### src/rtl/move_sequencer_if.sv
`default_nettype none
// ============================================================================
//  Module      : move_sequencer_if
//  Description : Bus bundle between the move sequencer and its neighbours:
//                command store read port, map read port, fog-of-war bitmap
//                set port and the display-writer request/acknowledge pair.
//  Ports       : master modport = sequencer side (drives strobes/addresses)
//                slave  modport = memory / display side (returns data/ack)
//  Revision    : 1.0  initial release
// ============================================================================
interface move_sequencer_if;
   // command store
   logic        cmd_rd;
   logic [15:0] cmd_addr;
   logic        cmd_valid;
   logic [15:0] cmd_data;
   // map array
   logic        map_rd;
   logic [6:0]  map_addr;
   logic [15:0] map_data;
   // reveal bitmap
   logic        reveal_we;
   logic [6:0]  reveal_addr;
   // display writer
   logic        disp_req;
   logic        disp_ack;

   modport master (
      output cmd_rd, cmd_addr,
      input  cmd_valid, cmd_data,
      output map_rd, map_addr,
      input  map_data,
      output reveal_we, reveal_addr,
      output disp_req,
      input  disp_ack
   );

   modport slave (
      input  cmd_rd, cmd_addr,
      output cmd_valid, cmd_data,
      input  map_rd, map_addr,
      output map_data,
      input  reveal_we, reveal_addr,
      input  disp_req,
      output disp_ack
   );
endinterface
`default_nettype wire

### src/rtl/move_sequencer.sv
`default_nettype none
// ============================================================================
//  Module      : move_sequencer
//  Description : Sequenced controller for the 10x10 dungeon datapath. Fetches
//                a command, bounds-checks the move, reads the target map tile,
//                updates the player cell, sweeps the 12-cell fog-of-war reveal
//                pattern into the bitmap and hands off to the display writer.
//  Ports       : clk       system clock
//                rst_n     synchronous active-low reset
//                start     begin sequencing (honoured in IDLE only)
//                bus       master side of move_sequencer_if
//                pos       current player cell (registered)
//                eip       next command index (registered)
//                busy      high outside IDLE/HALT
//                bump      one-cycle pulse on a blocked move
//                at_exit   sticky, player stands on the exit tile
//  Revision    : 1.0  initial release
// ============================================================================
module move_sequencer #(
   parameter int unsigned START_POS = 50,
   parameter int unsigned WALL_CODE = 5,
   parameter int unsigned EXIT_CODE = 3
) (
   input  wire logic          clk,
   input  wire logic          rst_n,
   input  wire logic          start,
   move_sequencer_if.master   bus,
   output logic [6:0]         pos,
   output logic [15:0]        eip,
   output logic               busy,
   output logic               bump,
   output logic               at_exit
);

   localparam logic [6:0]  c_start_pos = 7'(START_POS);
   localparam logic [15:0] c_wall_code = 16'(WALL_CODE);
   localparam logic [15:0] c_exit_code = 16'(EXIT_CODE);
   localparam logic [3:0]  c_last_idx  = 4'd11;

   typedef enum logic [2:0] {
      S_IDLE     = 3'd0,
      S_REVEAL   = 3'd1,
      S_DISPLAY  = 3'd2,
      S_FETCH    = 3'd3,
      S_CMD_WAIT = 3'd4,
      S_MAP_WAIT = 3'd5,
      S_MOVE     = 3'd6,
      S_HALT     = 3'd7
   } state_t;

   state_t      r_state;
   state_t      w_next;
   logic [6:0]  r_pos;
   logic [15:0] r_eip;
   logic [6:0]  r_target;
   logic [3:0]  r_idx;
   logic        r_bump;
   logic        r_at_exit;

   // decoded control from the next-state process
   logic        w_eip_inc;
   logic        w_latch_target;
   logic        w_pos_update;
   logic        w_set_exit;
   logic        w_bump_set;

   // grid coordinates of the current cell
   logic [3:0]  w_row;
   logic [3:0]  w_col;

   // command decode
   logic        w_is_move;
   logic        w_oob;
   logic [6:0]  w_target;

   // reveal sweep
   logic signed [4:0] w_dr;
   logic signed [4:0] w_dc;
   logic signed [4:0] w_nrow;
   logic signed [4:0] w_ncol;
   logic        w_reveal_ok;
   logic [6:0]  w_reveal_addr;

   assign w_row = 4'(r_pos / 7'd10);
   assign w_col = 4'(r_pos % 7'd10);

   // ------------------------------------------------------------------
   // Command decode: target cell and edge test for the command word
   // currently presented on cmd_data.
   // ------------------------------------------------------------------
   always_comb begin
      w_is_move = 1'b0;
      w_oob     = 1'b0;
      w_target  = r_pos;
      case (bus.cmd_data)
         16'd1: begin
            w_is_move = 1'b1;
            w_oob     = (w_col == 4'd9);
            w_target  = r_pos + 7'd1;
         end
         16'd2: begin
            w_is_move = 1'b1;
            w_oob     = (w_col == 4'd0);
            w_target  = r_pos - 7'd1;
         end
         16'd3: begin
            w_is_move = 1'b1;
            w_oob     = (w_row == 4'd0);
            w_target  = r_pos - 7'd10;
         end
         16'd4: begin
            w_is_move = 1'b1;
            w_oob     = (w_row == 4'd9);
            w_target  = r_pos + 7'd10;
         end
         default: begin
            w_is_move = 1'b0;
         end
      endcase
   end

   // ------------------------------------------------------------------
   // Reveal pattern as (row, col) deltas so that an offset which would
   // wrap into the neighbouring row is rejected rather than written.
   // Order: -20,-11,-10,-9,-2,-1,+1,+2,+9,+10,+11,+20
   // ------------------------------------------------------------------
   always_comb begin
      w_dr = 5'sd0;
      w_dc = 5'sd0;
      case (r_idx)
         4'd0:  begin w_dr = -5'sd2; w_dc =  5'sd0; end
         4'd1:  begin w_dr = -5'sd1; w_dc = -5'sd1; end
         4'd2:  begin w_dr = -5'sd1; w_dc =  5'sd0; end
         4'd3:  begin w_dr = -5'sd1; w_dc =  5'sd1; end
         4'd4:  begin w_dr =  5'sd0; w_dc = -5'sd2; end
         4'd5:  begin w_dr =  5'sd0; w_dc = -5'sd1; end
         4'd6:  begin w_dr =  5'sd0; w_dc =  5'sd1; end
         4'd7:  begin w_dr =  5'sd0; w_dc =  5'sd2; end
         4'd8:  begin w_dr =  5'sd1; w_dc = -5'sd1; end
         4'd9:  begin w_dr =  5'sd1; w_dc =  5'sd0; end
         4'd10: begin w_dr =  5'sd1; w_dc =  5'sd1; end
         4'd11: begin w_dr =  5'sd2; w_dc =  5'sd0; end
         default: begin w_dr = 5'sd0; w_dc = 5'sd0; end
      endcase
   end

   assign w_nrow        = $signed({1'b0, w_row}) + w_dr;
   assign w_ncol        = $signed({1'b0, w_col}) + w_dc;
   assign w_reveal_ok   = !w_nrow[4] && (w_nrow <= 5'sd9) &&
                          !w_ncol[4] && (w_ncol <= 5'sd9);
   assign w_reveal_addr = 7'(w_nrow[3:0]) * 7'd10 + 7'(w_ncol[3:0]);

   // ------------------------------------------------------------------
   // Next-state and strobe decode. Every strobe is a pure function of the
   // state, so at most one of them is ever high and reset drops them all
   // on the very next cycle.
   // ------------------------------------------------------------------
   always_comb begin
      w_next          = r_state;
      w_eip_inc       = 1'b0;
      w_latch_target  = 1'b0;
      w_pos_update    = 1'b0;
      w_set_exit      = 1'b0;
      w_bump_set      = 1'b0;
      bus.cmd_rd      = 1'b0;
      bus.map_rd      = 1'b0;
      bus.reveal_we   = 1'b0;
      bus.disp_req    = 1'b0;

      case (r_state)
         S_IDLE: begin
            if (start) begin
               w_next = S_REVEAL;
            end
         end

         S_REVEAL: begin
            bus.reveal_we = w_reveal_ok;
            if (r_idx == c_last_idx) begin
               w_next = S_DISPLAY;
            end
         end

         S_DISPLAY: begin
            bus.disp_req = 1'b1;
            if (bus.disp_ack) begin
               w_next = r_at_exit ? S_HALT : S_FETCH;
            end
         end

         S_FETCH: begin
            bus.cmd_rd = 1'b1;
            w_next     = S_CMD_WAIT;
         end

         S_CMD_WAIT: begin
            if (!bus.cmd_valid) begin
               // nothing queued yet: poll the same index again
               w_next = S_FETCH;
            end else begin
               w_eip_inc = 1'b1;
               if (!w_is_move) begin
                  w_next = S_REVEAL;
               end else if (w_oob) begin
                  w_bump_set = 1'b1;
                  w_next     = S_REVEAL;
               end else begin
                  w_latch_target = 1'b1;
                  w_next         = S_MAP_WAIT;
               end
            end
         end

         // The map read is issued from the latched target, so the tile
         // arrives in MOVE, one cycle after the strobe.
         S_MAP_WAIT: begin
            bus.map_rd = 1'b1;
            w_next     = S_MOVE;
         end

         S_MOVE: begin
            if (bus.map_data == c_wall_code) begin
               w_bump_set = 1'b1;
            end else begin
               w_pos_update = 1'b1;
               w_set_exit   = (bus.map_data == c_exit_code);
            end
            w_next = S_REVEAL;
         end

         S_HALT: begin
            w_next = S_HALT;
         end

         default: begin
            w_next = S_IDLE;
         end
      endcase
   end

   // ------------------------------------------------------------------
   // State and datapath registers
   // ------------------------------------------------------------------
   always_ff @(posedge clk) begin
      if (!rst_n) begin
         r_state   <= S_IDLE;
         r_pos     <= c_start_pos;
         r_eip     <= 16'd0;
         r_target  <= 7'd0;
         r_idx     <= 4'd0;
         r_bump    <= 1'b0;
         r_at_exit <= 1'b0;
      end else begin
         r_state <= w_next;
         r_bump  <= w_bump_set;
         if (w_eip_inc) begin
            r_eip <= r_eip + 16'd1;
         end
         if (w_latch_target) begin
            r_target <= w_target;
         end
         if (w_pos_update) begin
            r_pos <= r_target;
         end
         if (w_set_exit) begin
            r_at_exit <= 1'b1;
         end
         // sweep index runs 0..11 while in REVEAL and parks at 0 otherwise
         if (r_state == S_REVEAL && r_idx != c_last_idx) begin
            r_idx <= r_idx + 4'd1;
         end else begin
            r_idx <= 4'd0;
         end
      end
   end

   assign bus.cmd_addr    = r_eip;
   assign bus.map_addr    = r_target;
   assign bus.reveal_addr = w_reveal_addr;

   assign pos     = r_pos;
   assign eip     = r_eip;
   assign bump    = r_bump;
   assign at_exit = r_at_exit;
   assign busy    = (r_state != S_IDLE) && (r_state != S_HALT);

endmodule
`default_nettype wire

### src/flat_wrapper.sv
// flat-port wrapper written by rule: the top's interface ports become plain ports
module move_sequencer_flat 
#(
   parameter int unsigned START_POS = 50,
   parameter int unsigned WALL_CODE = 5,
   parameter int unsigned EXIT_CODE = 3
)
  (clk, rst_n, start, pos, eip, busy, bump, at_exit, bus_cmd_rd, bus_cmd_addr, bus_cmd_valid, bus_cmd_data, bus_map_rd, bus_map_addr, bus_map_data, bus_reveal_we, bus_reveal_addr, bus_disp_req, bus_disp_ack);
  move_sequencer_if bus_i ();
  input  wire logic clk;
  input  wire logic rst_n;
  input  wire logic start;
  output logic [6:0] pos;
  output logic [15:0] eip;
  output logic busy;
  output logic bump;
  output logic at_exit;
  output wire logic [$bits(bus_i.cmd_rd)-1:0] bus_cmd_rd;
  output wire logic [$bits(bus_i.cmd_addr)-1:0] bus_cmd_addr;
  input wire logic [$bits(bus_i.cmd_valid)-1:0] bus_cmd_valid;
  input wire logic [$bits(bus_i.cmd_data)-1:0] bus_cmd_data;
  output wire logic [$bits(bus_i.map_rd)-1:0] bus_map_rd;
  output wire logic [$bits(bus_i.map_addr)-1:0] bus_map_addr;
  input wire logic [$bits(bus_i.map_data)-1:0] bus_map_data;
  output wire logic [$bits(bus_i.reveal_we)-1:0] bus_reveal_we;
  output wire logic [$bits(bus_i.reveal_addr)-1:0] bus_reveal_addr;
  output wire logic [$bits(bus_i.disp_req)-1:0] bus_disp_req;
  input wire logic [$bits(bus_i.disp_ack)-1:0] bus_disp_ack;
  assign bus_cmd_rd = bus_i.cmd_rd;
  assign bus_cmd_addr = bus_i.cmd_addr;
  assign bus_i.cmd_valid = bus_cmd_valid;
  assign bus_i.cmd_data = bus_cmd_data;
  assign bus_map_rd = bus_i.map_rd;
  assign bus_map_addr = bus_i.map_addr;
  assign bus_i.map_data = bus_map_data;
  assign bus_reveal_we = bus_i.reveal_we;
  assign bus_reveal_addr = bus_i.reveal_addr;
  assign bus_disp_req = bus_i.disp_req;
  assign bus_i.disp_ack = bus_disp_ack;
  move_sequencer #(.START_POS(START_POS), .WALL_CODE(WALL_CODE), .EXIT_CODE(EXIT_CODE)) u_core (.clk(clk), .rst_n(rst_n), .start(start), .bus(bus_i), .pos(pos), .eip(eip), .busy(busy), .bump(bump), .at_exit(at_exit));
endmodule
### config.mk
export PLATFORM = sky130hd
export DESIGN_NAME = move_sequencer_flat
export DESIGN_NICKNAME = d
export VERILOG_FILES = /design/src/rtl/move_sequencer_if.sv /design/src/rtl/move_sequencer.sv /design/src/flat_wrapper.sv
export SDC_FILE = /design/constraint.sdc
export NUM_CORES = 1
export LEC_CHECK = 0
export ABC_AREA = 0
export ABC_CLOCK_PERIOD_IN_PS = 6790
export BUFFER_PORTS_ARGS = -buffer_cell sky130_fd_sc_hd__buf_2
export CORE_MARGIN = 2
export CORE_UTILIZATION = 41
export CTS_BUF_LIST = sky130_fd_sc_hd__clkbuf_16
export CTS_CLUSTER_DIAMETER = 60
export CTS_CLUSTER_SIZE = 30
export DETAILED_ROUTE_END_ITERATION = 12
export GPL_TIMING_DRIVEN = 0
export HOLD_SLACK_MARGIN = 0.1
export MAX_ROUTING_LAYER = met4
export PLACE_DENSITY = 0.74
export SYNTH_ARGS = -nofsm -noshare
export SYNTH_HDL_FRONTEND = slang
export SYNTH_SLANG_ARGS = --single-unit
export TNS_END_PERCENT = 100
### constraint.sdc
create_clock -name clk -period 6.79 [get_ports clk]
set_input_delay 0.3395 -clock clk [delete_from_list [all_inputs] [get_ports clk]]
set_output_delay 0.3395 -clock clk [all_outputs]
set_load 0.05 [all_outputs]
==> flow_metrics.tcl <==
set metrics [dict create \
    synth_nets 565 \
    grt_max_degree 16 \
    antenna_found_initial 0 \
    clk_path_buf_depth 2 \
    cts_resized 0 \
    core-area_mm2 0.00959 \
    ant_nets 0 \
    syn_inst 490 \
    cp_slowest_cell "dfxtp_1" \
    async_flop_share 0 \
    final_cell_area_mm2 0.00479 \
    slew_headroom 0.218 \
    post_cts.repair.setup_buffers 0 \
    h-tree-depth 2 \
    vias 3935 \
    finalCritPeriodShare 0.925 \
    cellPowerDensity_mw_per_mm2 140 \
    io_buffers 96 \
    cts_num_sinks 45 \
    placed_cell_area_mm2 0.00464 \
    ys_ff_latch 45 \
    grt_pass1_wl_um 17200 \
    wl_um 10600 \
    fin_crit_ns 6.28 \
    synth_warnings 0 \
    yosysSeqAreaShare 0.226 \
    hold_violations 0 \
    tns_ns 0 \
    dr.pass1.iters 5 \
    yosysUniqueCellTypes 72 \
    synth_edf_count 0 \
    cpMostUsedCell "ha_1" \
    dp_hpwl_um 8230 \
    area_growth_pct 19.9 \
    rsz0062_at_grt "no" \
    place_congestion 0.906 \
    hold_depth 2 \
    routed_via_density 5.41 \
    tightest_slew_ns 1.16 \
    gr-total-overflow 0 \
    cp_data_arrival_time_ns 5.94 \
    max_cap_viol_count 0 \
    maxSlewViolCount 0 \
    cts_buffers 5 \
    pin_count 97 \
    initial_core_util 0.416 \
    fin_nets 668 \
    outcome "finished, final reports clean" \
    cp_max_fo 10 \
    avgSynthCellArea_um2 8.15 \
    end_kind "output pin" \
    setup_viol_count_final 0 \
    cp-start-kind "register" \
    final_cell_mix "buf_2 (100), nor2_1 (49), dfxtp_1 (45), a21oi_1 (42), nand2_1 (38)" \
    grt_usage 0.208 \
    chipWidth_um 103 \
    synth_flop_cell "dfxtp_1" \
    cts_hold_buffers 0 \
    clk_latency_ns 0.29 \
    post_drt_wl_per_cell_um 14.6 \
    hold_path_class "input port to register" \
    irDropWorstVdd_v 0.000133 \
    required_ns 6.45 \
    first_global_vias 3623 \
    path_clk_slew_ns 0.06 \
    cts_root_buf "clkbuf_16" \
    final_layout_size_suffix_gt1_frac 0.263 \
    critPathKind "register to output pin" \
    max_stage_delay_ns 0.58 \
    dieArea_mm2 0.0105 \
    drt_iter0_drc 132 \
    die_h_um 103 \
    rows 36 \
    p_leak_uw 0.00232 \
    rr_worst_depth 16 \
    max_freq_mhz 159 \
    cts_tree "yes" \
    final_common_cell "buf_2" \
    synth_area_mm2 0.00399 \
    remaining_drc_errors 0 \
    crit_chain "clkbuf_1, nand2b_1, a21o_1, a21oi_1, a221oi_1, ha_1, buf_4, and2b_1, a21oi_1, o2111ai_1, a22o_4, ha_1, fa_1, xor2_1, ha_1, ha_1, fa_1, nand2_1, nor2_1, xnor2_1, xnor2_1, buf_2" \
    skew_ns 0.00647 \
    diodes 0 \
    final_util 0.499 \
]
==> state kept, by name, indices dropped and copies added (netlist names) <==
| signal | cells |
|---|---|
| u_core.at_exit | 1 |
| u_core.bump | 1 |
| u_core.bus.cmd_addr | 16 |
| u_core.bus.map_addr | 7 |
| u_core.pos | 7 |
| u_core.r_idx | 4 |
| u_core.r_state | 3 |
| u_core.w_dc | 3 |
| u_core.w_dr | 3 |
==> worst paths after layout <==
check | from | endpoint | slack (ns)
worst max register to register | u_core.pos[4]$_SDFFE_PN1P_ | u_core.bus.map_addr[1]$_SDFFE_PN0P_ | 2.51
worst min register to register | u_core.r_idx[0]$_SDFF_PN0_ | u_core.r_idx[0]$_SDFF_PN0_ | 0.47
worst min-delay path | rst_n | u_core.pos[1]$_SDFFE_PN1P_ | 0.31
worst max-delay path | u_core.pos[4]$_SDFFE_PN1P_ | bus_reveal_addr[6] | 0.51
==> synthesized netlist by cell type (all sizes together) (5+ instances only) <==
library cell  number  share of area
nand2b             9          0.014
nand3             11          0.014
or3                9          0.014
nor4               6          0.013
a31oi              6         0.0094
nand4              5         0.0078
xnor2             16          0.037
xor2              24          0.053
inv               22          0.021
ha                32           0.10
clkbuf            10          0.014
nor2b              6          0.010
a21o              12          0.023
dfxtp             45           0.23
nor2              49          0.046
o21ai             26          0.033
mux2i             11          0.028
a21oi             42          0.053
o22ai              7          0.011
and3               6         0.0097
buf               31          0.063
fa                 6          0.030
and2               6         0.0097
nand2             38          0.036
==> metrics by stage <==
step | setup WS (ns) | power [uW] | hold slack, ns | cells
5_1_grt | 0.155 | 703 | 0.315 | 727
2_1_floorplan | 0.830 | 398 | 0.401 | 490
3_3_place_gp | 1.03 | 433 | 0.448 | 719
4_1_cts | 0.590 | 677 | 0.303 | 727
3_5_place_dp | 0.898 | 437 | 0.453 | 719
6_report | 0.508 | 672 | 0.309 | 727
==> critical path, delay by kind of cell, from the launching register on <==
kind / cells / cell delay, ns
fa+ha+maj: 6 / 1.81
compound gates: 6 / 1.16
buf+inv: 3 / 0.85
xor+xnor: 3 / 0.67
simple gates: 4 / 0.59
flops: 1 / 0.58
==> cell type report <==
| class | count | area (um^2) |
|---|---|---|
| inverter | 22 | 82.6 |
| clock buffer | 5 | 125 |
| clock inverter | 3 | 21.3 |
| timing repair buffer | 96 | 480 |
| fill | 943 | 4810 |
| sequential | 45 | 901 |
| multi-input combinational | 382 | 2700 |
| buffer | 41 | 308 |
| tap | 133 | 166 |
==> kinds of logic (layout without fill, tap and decap cells) <==
| kind of cell | after synthesis | in the layout | share of synthesized area |
|---|---|---|---|
| muxes | 12 | 12 | 0.0304 |
| DFF | 45 | 45 | 0.226 |
| adders and majority gates | 38 | 38 | 0.130 |
| buffers and inverters | 63 | 167 | 0.0977 |
| AOI/OAI and AO/OA | 123 | 123 | 0.200 |
| xor gates and xnor gates | 40 | 40 | 0.0896 |
| and+or+nand+nor | 169 | 169 | 0.227 |
==> power by group <==
group / total (uW) / switching, uW / leakage (uW) / internal [uW]
sequential: 272 / 3.60 / 0.000364 / 269
clock: 242 / 105 / 0.0000702 / 137
combinational: 158 / 109 / 0.00189 / 49.2
==> layer usage <==
metal / track usage / up-vias / routed length (um)
met3: 0.0251 / 11 / 607
met4: 0.0533 / 0 / 123
met5: - / - / 0
li1: - / 1930 / -
met1: 0.269 / 1847 / 4730
met2: 0.345 / 147 / 5130
No activity file was read; power rests on OpenSTA's default activity.
